[src/rtl/serial_word_tx_pkg.sv]
// Shared encodings and helpers for the framed serial word transmitter.
package serial_word_tx_pkg;

  localparam logic [1:0] IDLE  = 2'd0;
  localparam logic [1:0] START = 2'd1;
  localparam logic [1:0] DATA  = 2'd2;
  localparam logic [1:0] STOP  = 2'd3;

  localparam logic LINE_IDLE = 1'b1;
  localparam logic START_BIT = 1'b0;
  localparam logic STOP_BIT  = 1'b1;

  typedef enum logic [1:0] {
    SH_HOLD  = 2'd0,
    SH_LOAD  = 2'd1,
    SH_SHIFT = 2'd2
  } shift_mode_e;

  // Counter width able to hold 0..n-1, never narrower than one bit.
  function automatic int unsigned cnt_width(input int unsigned n);
    return (n > 1) ? $clog2(n) : 1;
  endfunction

endpackage

[src/rtl/serial_word_tx_if.sv]
// Word handshake plus serial line/status bundle between producer and transmitter.
interface serial_word_tx_if #(
  parameter int unsigned WIDTH = 4
);
  logic             load_valid;
  logic             load_ready;
  logic [WIDTH-1:0] loadval;
  logic             sdata;
  logic             busy;
  logic             done;

  modport master (output load_valid, loadval, input load_ready, sdata, busy, done);
  modport slave  (input load_valid, loadval, output load_ready, sdata, busy, done);
endinterface

[src/rtl/serial_word_tx_bit_timer.sv]
// Period counter: o_bit_end marks the last enabled cycle of each BIT_CYCLES-long bit.
module serial_word_tx_bit_timer
  import serial_word_tx_pkg::*;
#(
  parameter int unsigned BIT_CYCLES = 1
) (
  input  logic clk,
  input  logic rst_n,
  input  logic i_en,
  input  logic i_clr,
  output logic o_bit_end,
  output logic o_end_next
);

  localparam int unsigned CNT_W = cnt_width(BIT_CYCLES);
  localparam logic [CNT_W-1:0] LAST = CNT_W'(BIT_CYCLES - 1);

  logic [CNT_W-1:0] r_cnt;
  logic [CNT_W-1:0] w_cnt_next;

  assign o_bit_end = (r_cnt == LAST);

  always_comb begin
    w_cnt_next = r_cnt;
    if (i_clr) begin
      w_cnt_next = '0;
    end else if (i_en) begin
      w_cnt_next = o_bit_end ? '0 : r_cnt + CNT_W'(1);
    end
  end

  // Lets the parent register a strobe that lines up with the last cycle of a bit.
  assign o_end_next = (w_cnt_next == LAST);

  always_ff @(posedge clk or negedge rst_n) begin
    if (!rst_n) begin
      r_cnt <= '0;
    end else begin
      r_cnt <= w_cnt_next;
    end
  end

endmodule

[src/rtl/serial_word_tx.sv]
// Parallel-in, serial-out framed transmitter: start bit 0, WIDTH data bits, stop bit 1.
module serial_word_tx
  import serial_word_tx_pkg::*;
#(
  parameter int unsigned WIDTH      = 4,
  parameter int unsigned BIT_CYCLES = 1,
  parameter int unsigned LSB_FIRST  = 0
) (
  input  logic             clk,
  input  logic             rst_n,
  input  logic             enable,
  serial_word_tx_if.slave  bus
);

  localparam int unsigned IDX_W = cnt_width(WIDTH);
  localparam logic [IDX_W-1:0] IDX_LAST = IDX_W'(WIDTH - 1);

  logic [1:0]       r_state;
  logic [1:0]       w_next_state;
  logic [IDX_W-1:0] r_idx;
  logic [IDX_W-1:0] w_idx_next;
  logic [WIDTH-1:0] r_shift;
  logic [WIDTH-1:0] w_shift_next;
  shift_mode_e      w_mode;
  logic             r_sdata;
  logic             r_busy;
  logic             r_done;
  logic             w_sdata_next;
  logic             w_head;
  logic             w_load_ready;
  logic             w_accept;
  logic             w_tmr_clr;
  logic             w_bit_end;
  logic             w_end_next;

  // Ready also in the final stop cycle so a waiting word starts with no idle bit.
  assign w_load_ready = enable && ((r_state == IDLE) || ((r_state == STOP) && w_bit_end));
  assign w_accept     = bus.load_valid && w_load_ready;
  assign w_tmr_clr    = enable && (r_state == IDLE);

  serial_word_tx_bit_timer #(
    .BIT_CYCLES (BIT_CYCLES)
  ) u_bit_timer (
    .clk        (clk),
    .rst_n      (rst_n),
    .i_en       (enable),
    .i_clr      (w_tmr_clr),
    .o_bit_end  (w_bit_end),
    .o_end_next (w_end_next)
  );

  always_comb begin
    w_next_state = r_state;
    w_idx_next   = r_idx;
    w_mode       = SH_HOLD;
    case (r_state)
      IDLE: begin
        if (w_accept) begin
          w_next_state = START;
          w_mode       = SH_LOAD;
        end
      end
      START: begin
        if (w_bit_end) begin
          w_next_state = DATA;
          w_idx_next   = '0;
        end
      end
      DATA: begin
        if (w_bit_end) begin
          if (r_idx == IDX_LAST) begin
            w_next_state = STOP;
          end else begin
            w_idx_next = r_idx + IDX_W'(1);
            w_mode     = SH_SHIFT;
          end
        end
      end
      default: begin
        if (w_bit_end) begin
          if (w_accept) begin
            w_next_state = START;
            w_mode       = SH_LOAD;
          end else begin
            w_next_state = IDLE;
          end
        end
      end
    endcase
  end

  // Shift register: the head bit is always the next data bit on the line.
  always_comb begin
    w_shift_next = r_shift;
    case (w_mode)
      SH_LOAD:  w_shift_next = bus.loadval;
      SH_SHIFT: w_shift_next = (LSB_FIRST != 0) ? (r_shift >> 1) : (r_shift << 1);
      default:  w_shift_next = r_shift;
    endcase
    w_head = (LSB_FIRST != 0) ? w_shift_next[0] : w_shift_next[WIDTH-1];
  end

  always_comb begin
    w_sdata_next = LINE_IDLE;
    case (w_next_state)
      START:   w_sdata_next = START_BIT;
      DATA:    w_sdata_next = w_head;
      STOP:    w_sdata_next = STOP_BIT;
      default: w_sdata_next = LINE_IDLE;
    endcase
  end

  always_ff @(posedge clk or negedge rst_n) begin
    if (!rst_n) begin
      r_state <= IDLE;
      r_idx   <= '0;
      r_shift <= '0;
      r_sdata <= LINE_IDLE;
      r_busy  <= 1'b0;
      r_done  <= 1'b0;
    end else if (enable) begin
      r_state <= w_next_state;
      r_idx   <= w_idx_next;
      r_shift <= w_shift_next;
      r_sdata <= w_sdata_next;
      r_busy  <= (w_next_state != IDLE);
      r_done  <= (w_next_state == STOP) && w_end_next;
    end
  end

  assign bus.load_ready = w_load_ready;
  assign bus.sdata      = r_sdata;
  assign bus.busy       = r_busy;
  assign bus.done       = r_done;

endmodule

[src/flat_wrapper.sv]
// flat-port wrapper written by rule: the top's interface ports become plain ports
module serial_word_tx_flat import serial_word_tx_pkg::*;
#(
  parameter int unsigned WIDTH      = 4,
  parameter int unsigned BIT_CYCLES = 1,
  parameter int unsigned LSB_FIRST  = 0
)
  (clk, rst_n, enable, bus_load_valid, bus_loadval, bus_load_ready, bus_sdata, bus_busy, bus_done);
  serial_word_tx_if #(.WIDTH(WIDTH)) bus_i ();
  input  logic clk;
  input  logic rst_n;
  input  logic enable;
  input wire logic [$bits(bus_i.load_valid)-1:0] bus_load_valid;
  input wire logic [$bits(bus_i.loadval)-1:0] bus_loadval;
  output wire logic [$bits(bus_i.load_ready)-1:0] bus_load_ready;
  output wire logic [$bits(bus_i.sdata)-1:0] bus_sdata;
  output wire logic [$bits(bus_i.busy)-1:0] bus_busy;
  output wire logic [$bits(bus_i.done)-1:0] bus_done;
  assign bus_i.load_valid = bus_load_valid;
  assign bus_i.loadval = bus_loadval;
  assign bus_load_ready = bus_i.load_ready;
  assign bus_sdata = bus_i.sdata;
  assign bus_busy = bus_i.busy;
  assign bus_done = bus_i.done;
  serial_word_tx #(.WIDTH(WIDTH), .BIT_CYCLES(BIT_CYCLES), .LSB_FIRST(LSB_FIRST)) u_core (.clk(clk), .rst_n(rst_n), .enable(enable), .bus(bus_i));
endmodule
[config.mk]
export PLATFORM = sky130hd
export DESIGN_NAME = serial_word_tx_flat
export DESIGN_NICKNAME = d
export VERILOG_FILES = /design/src/rtl/serial_word_tx_pkg.sv /design/src/rtl/serial_word_tx_if.sv /design/src/rtl/serial_word_tx_bit_timer.sv /design/src/rtl/serial_word_tx.sv /design/src/flat_wrapper.sv
export SDC_FILE = /design/constraint.sdc
export NUM_CORES = 1
export LEC_CHECK = 0
export CELL_PAD_IN_SITES_DETAIL_PLACEMENT = 1
export CELL_PAD_IN_SITES_GLOBAL_PLACEMENT = 1
export CORE_AREA = 4 4 46 48
export DETAILED_ROUTE_END_ITERATION = 6
export DIE_AREA = 0 0 50 52
export PLACE_DENSITY = 0.78
export SLEW_MARGIN = 20
export SYNTH_ARGS = -nofsm -noshare
export SYNTH_HDL_FRONTEND = slang
export SYNTH_SLANG_ARGS = --single-unit
[constraint.sdc]
create_clock -name clk -period 3.2 [get_ports clk]
set_clock_uncertainty 0.15 [all_clocks]
set_input_delay 0.8 -clock clk [delete_from_list [all_inputs] [get_ports clk]]
set_output_delay 0.8 -clock clk [all_outputs]
set_load 0.05 [all_outputs]
==> impl_metrics.ini <==
[routing]
vias_per_cell = 5.07
drc = 0
first_pass_iters = 4
wl_per_cell_um = 13.2
ant_nets = 0
wl_um = 1400
drt_iter0_markers = 2
vias = 537

[synth]
async_flop_share = 1.00
synth_seq_cells = 12
synth_common_cells = dfrtp_1, nand2_1, inv_1, o21ai_0, and2_1
syn_nets = 79
ys_seq_area_frac = 0.438
synth_ff_type = dfrtp_1
synth_edf_count = 0
syn_inst = 68
synth_top_cell_by_area = dfrtp_1
syn_avg_cell_area_um2 = 10.1
synth_warnings = 0
synth_area_leaders = dfrtp_1, ha_1, dfstp_2
synth.most_common_cell = dfrtp_1
yosysTopAreaCellShare = 0.400
synth.distinct_cells = 28
syn_area_um2 = 688

[die]
coreArea_mm2 = 0.00171
initial_core_util = 0.403
row_count = 15
chipWidth_um = 50
die_area_mm2 = 0.00260
die_h_um = 52
io-pin-count = 12

[clocking]
cts_buffer_depth = 2
hold_buffers = 0
worstSkewPairLatency_ns = 0.27
h-tree-depth = 1
cts_resized = 0
clkSlewWorstSetupHoldPaths_ns = 0.07
cts_tree = yes
cts_num_sinks = 12
cts_buffers = 3
post_cts_buffers = 0
clock-root-buffer = clkbuf_4

[setup_path]
critPathKind = in -> out
cp-start-kind = primary input
crit_path_end_kind = primary output
cp_data_required_time_ns = 2.25
crit_path_max_fanout = 3
crit_arrival_ns = 1.66

[final_layout]
final_nets = 93
postLayoutCoreUtil = 0.501
diodes = 0
drive_gt1_frac = 0.123
syn_to_final_growth_pct = 24.4

[flow_run]
max_cap_violations = 0

[place]
post-dp-hpwl_um = 1040
dp_slack_ns = 0.562
portBuffers = 11
place_congestion = 0.735

[timing]
whs_ns = 0.325
slew_violations = 0
report.final.hold_viol_count = 0
slew_headroom = 0.628
fin_crit_ns = 2.61
tns_ns = 0
worst_pin_slew_ns = 0.556
fmax_mhz = 384
layout_setup_ws_ns = 0.593
grt_setup_unrepaired = no
setup_violations = 0
min_period_over_period = 0.815

[grt]
grt_max_degree = 14
grt_overflow = 0
grt_pass1_vias = 568
grt_usage = 0.128
grt_pass1_wl_um = 2520
antenna_found_initial = 0

[outcome]
outcome = complete, no violations

[power_and_ir_drop]
powerDensity_mw_per_mm2 = 906
peakVddDrop_mv = 0.414
p_leak_nw = 0.369

[worst_hold_path]
hold_path_class = reg -> reg
final cells by class:
class / count / area (um2)
Fill cell: 195 / 852
Sequential cell: 12 / 302
Multi-Input combinational cell: 48 / 350
Tap cell: 25 / 31.3
Timing Repair Buffer: 12 / 128
Inverter: 5 / 18.8
Clock buffer: 4 / 26.3
flip-flops by register name (all words and copies together), names as in the netlist:
signal / count
u_core.r_shift: 4
u_core.bus.busy: 1
u_core.bus.done: 1
u_core.u_bit_timer.r_cnt: 1
u_core.bus.sdata: 1
u_core.r_state: 2
u_core.r_idx: 2
critical path: stages:
cell and delay [ns]:
clkdlybuf4s50_1 0.48, o21a_1 0.22, buf_12 0.16
cell usage in the layout (no fill, tap or decap), types with 3 or more instances in the layout:
cell type / count
nor2b_1: 3
nand2_1: 6
clkdlybuf4s50_1: 10
clkbuf_4: 3
and2_1: 4
dfrtp_1: 11
o21ai_0: 5
o211ai_1: 3
inv_1: 5
ha_1: 3
power breakdown:
| part | switching (mW) | internal [mW] | leakage [nW] |
|---|---|---|---|
| sequential | 0.0594 | 0.217 | 0.151 |
| clock | 0.0500 | 0.0482 | 0.0150 |
| combinational | 0.207 | 0.194 | 0.203 |
| total | 0.317 | 0.458 | 0.369 |
final timing paths:
| path | startpoint | to | slack (ns) | depth (start not counted) |
|---|---|---|---|---|
| worst max-delay path | enable | bus_load_ready | 0.59 | 3 |
| worst min-delay path | u_core.bus.busy$_DFFE_PN0P_ | u_core.bus.busy$_DFFE_PN0P_ | 0.33 | 1 |
| worst max register to register | u_core.r_state[0]$_DFFE_PN0P_ | u_core.r_shift[2]$_DFFE_PN0P_ | 1.01 | 7 |
| min in group asynchronous | rst_n | u_core.r_state[0]$_DFFE_PN0P_ | 0.73 | 1 |
| max in group asynchronous | rst_n | u_core.bus.sdata$_DFFE_PN1P_ | 1.79 | 1 |
| worst min register to register | u_core.bus.busy$_DFFE_PN0P_ | u_core.bus.busy$_DFFE_PN0P_ | 0.33 | 1 |
cells by family after synthesis:
family,after synthesis,synth area share
buffers and inverters,8,0.0527
adders and majority gates,3,0.0546
and+or+nand+nor,23,0.204
muxes,3,0.0545
xor gates and xnor gates,2,0.0255
DFF,12,0.438
AOI/OAI and AO/OA,17,0.171
metal layers:
| metal | track usage | wire, um | vias to the layer above |
|---|---|---|---|
| met4 | 0.0415 | 16 | 0 |
| met3 | 0.0372 | 89 | 2 |
| met2 | 0.204 | 620 | 13 |
| met5 | 0 | 0 | - |
| li1 | - | - | 264 |
| met1 | 0.165 | 673 | 258 |
metrics by stage:
step	total power, mW	instances	instance area, um2
floorplan	0.576	68	688
CTS	0.785	106	856
global route	0.844	106	856
global placement	0.670	102	830
detailed placement	0.685	102	830
finish	0.775	106	856
Note: power is estimated with default switching activity, not from simulation.
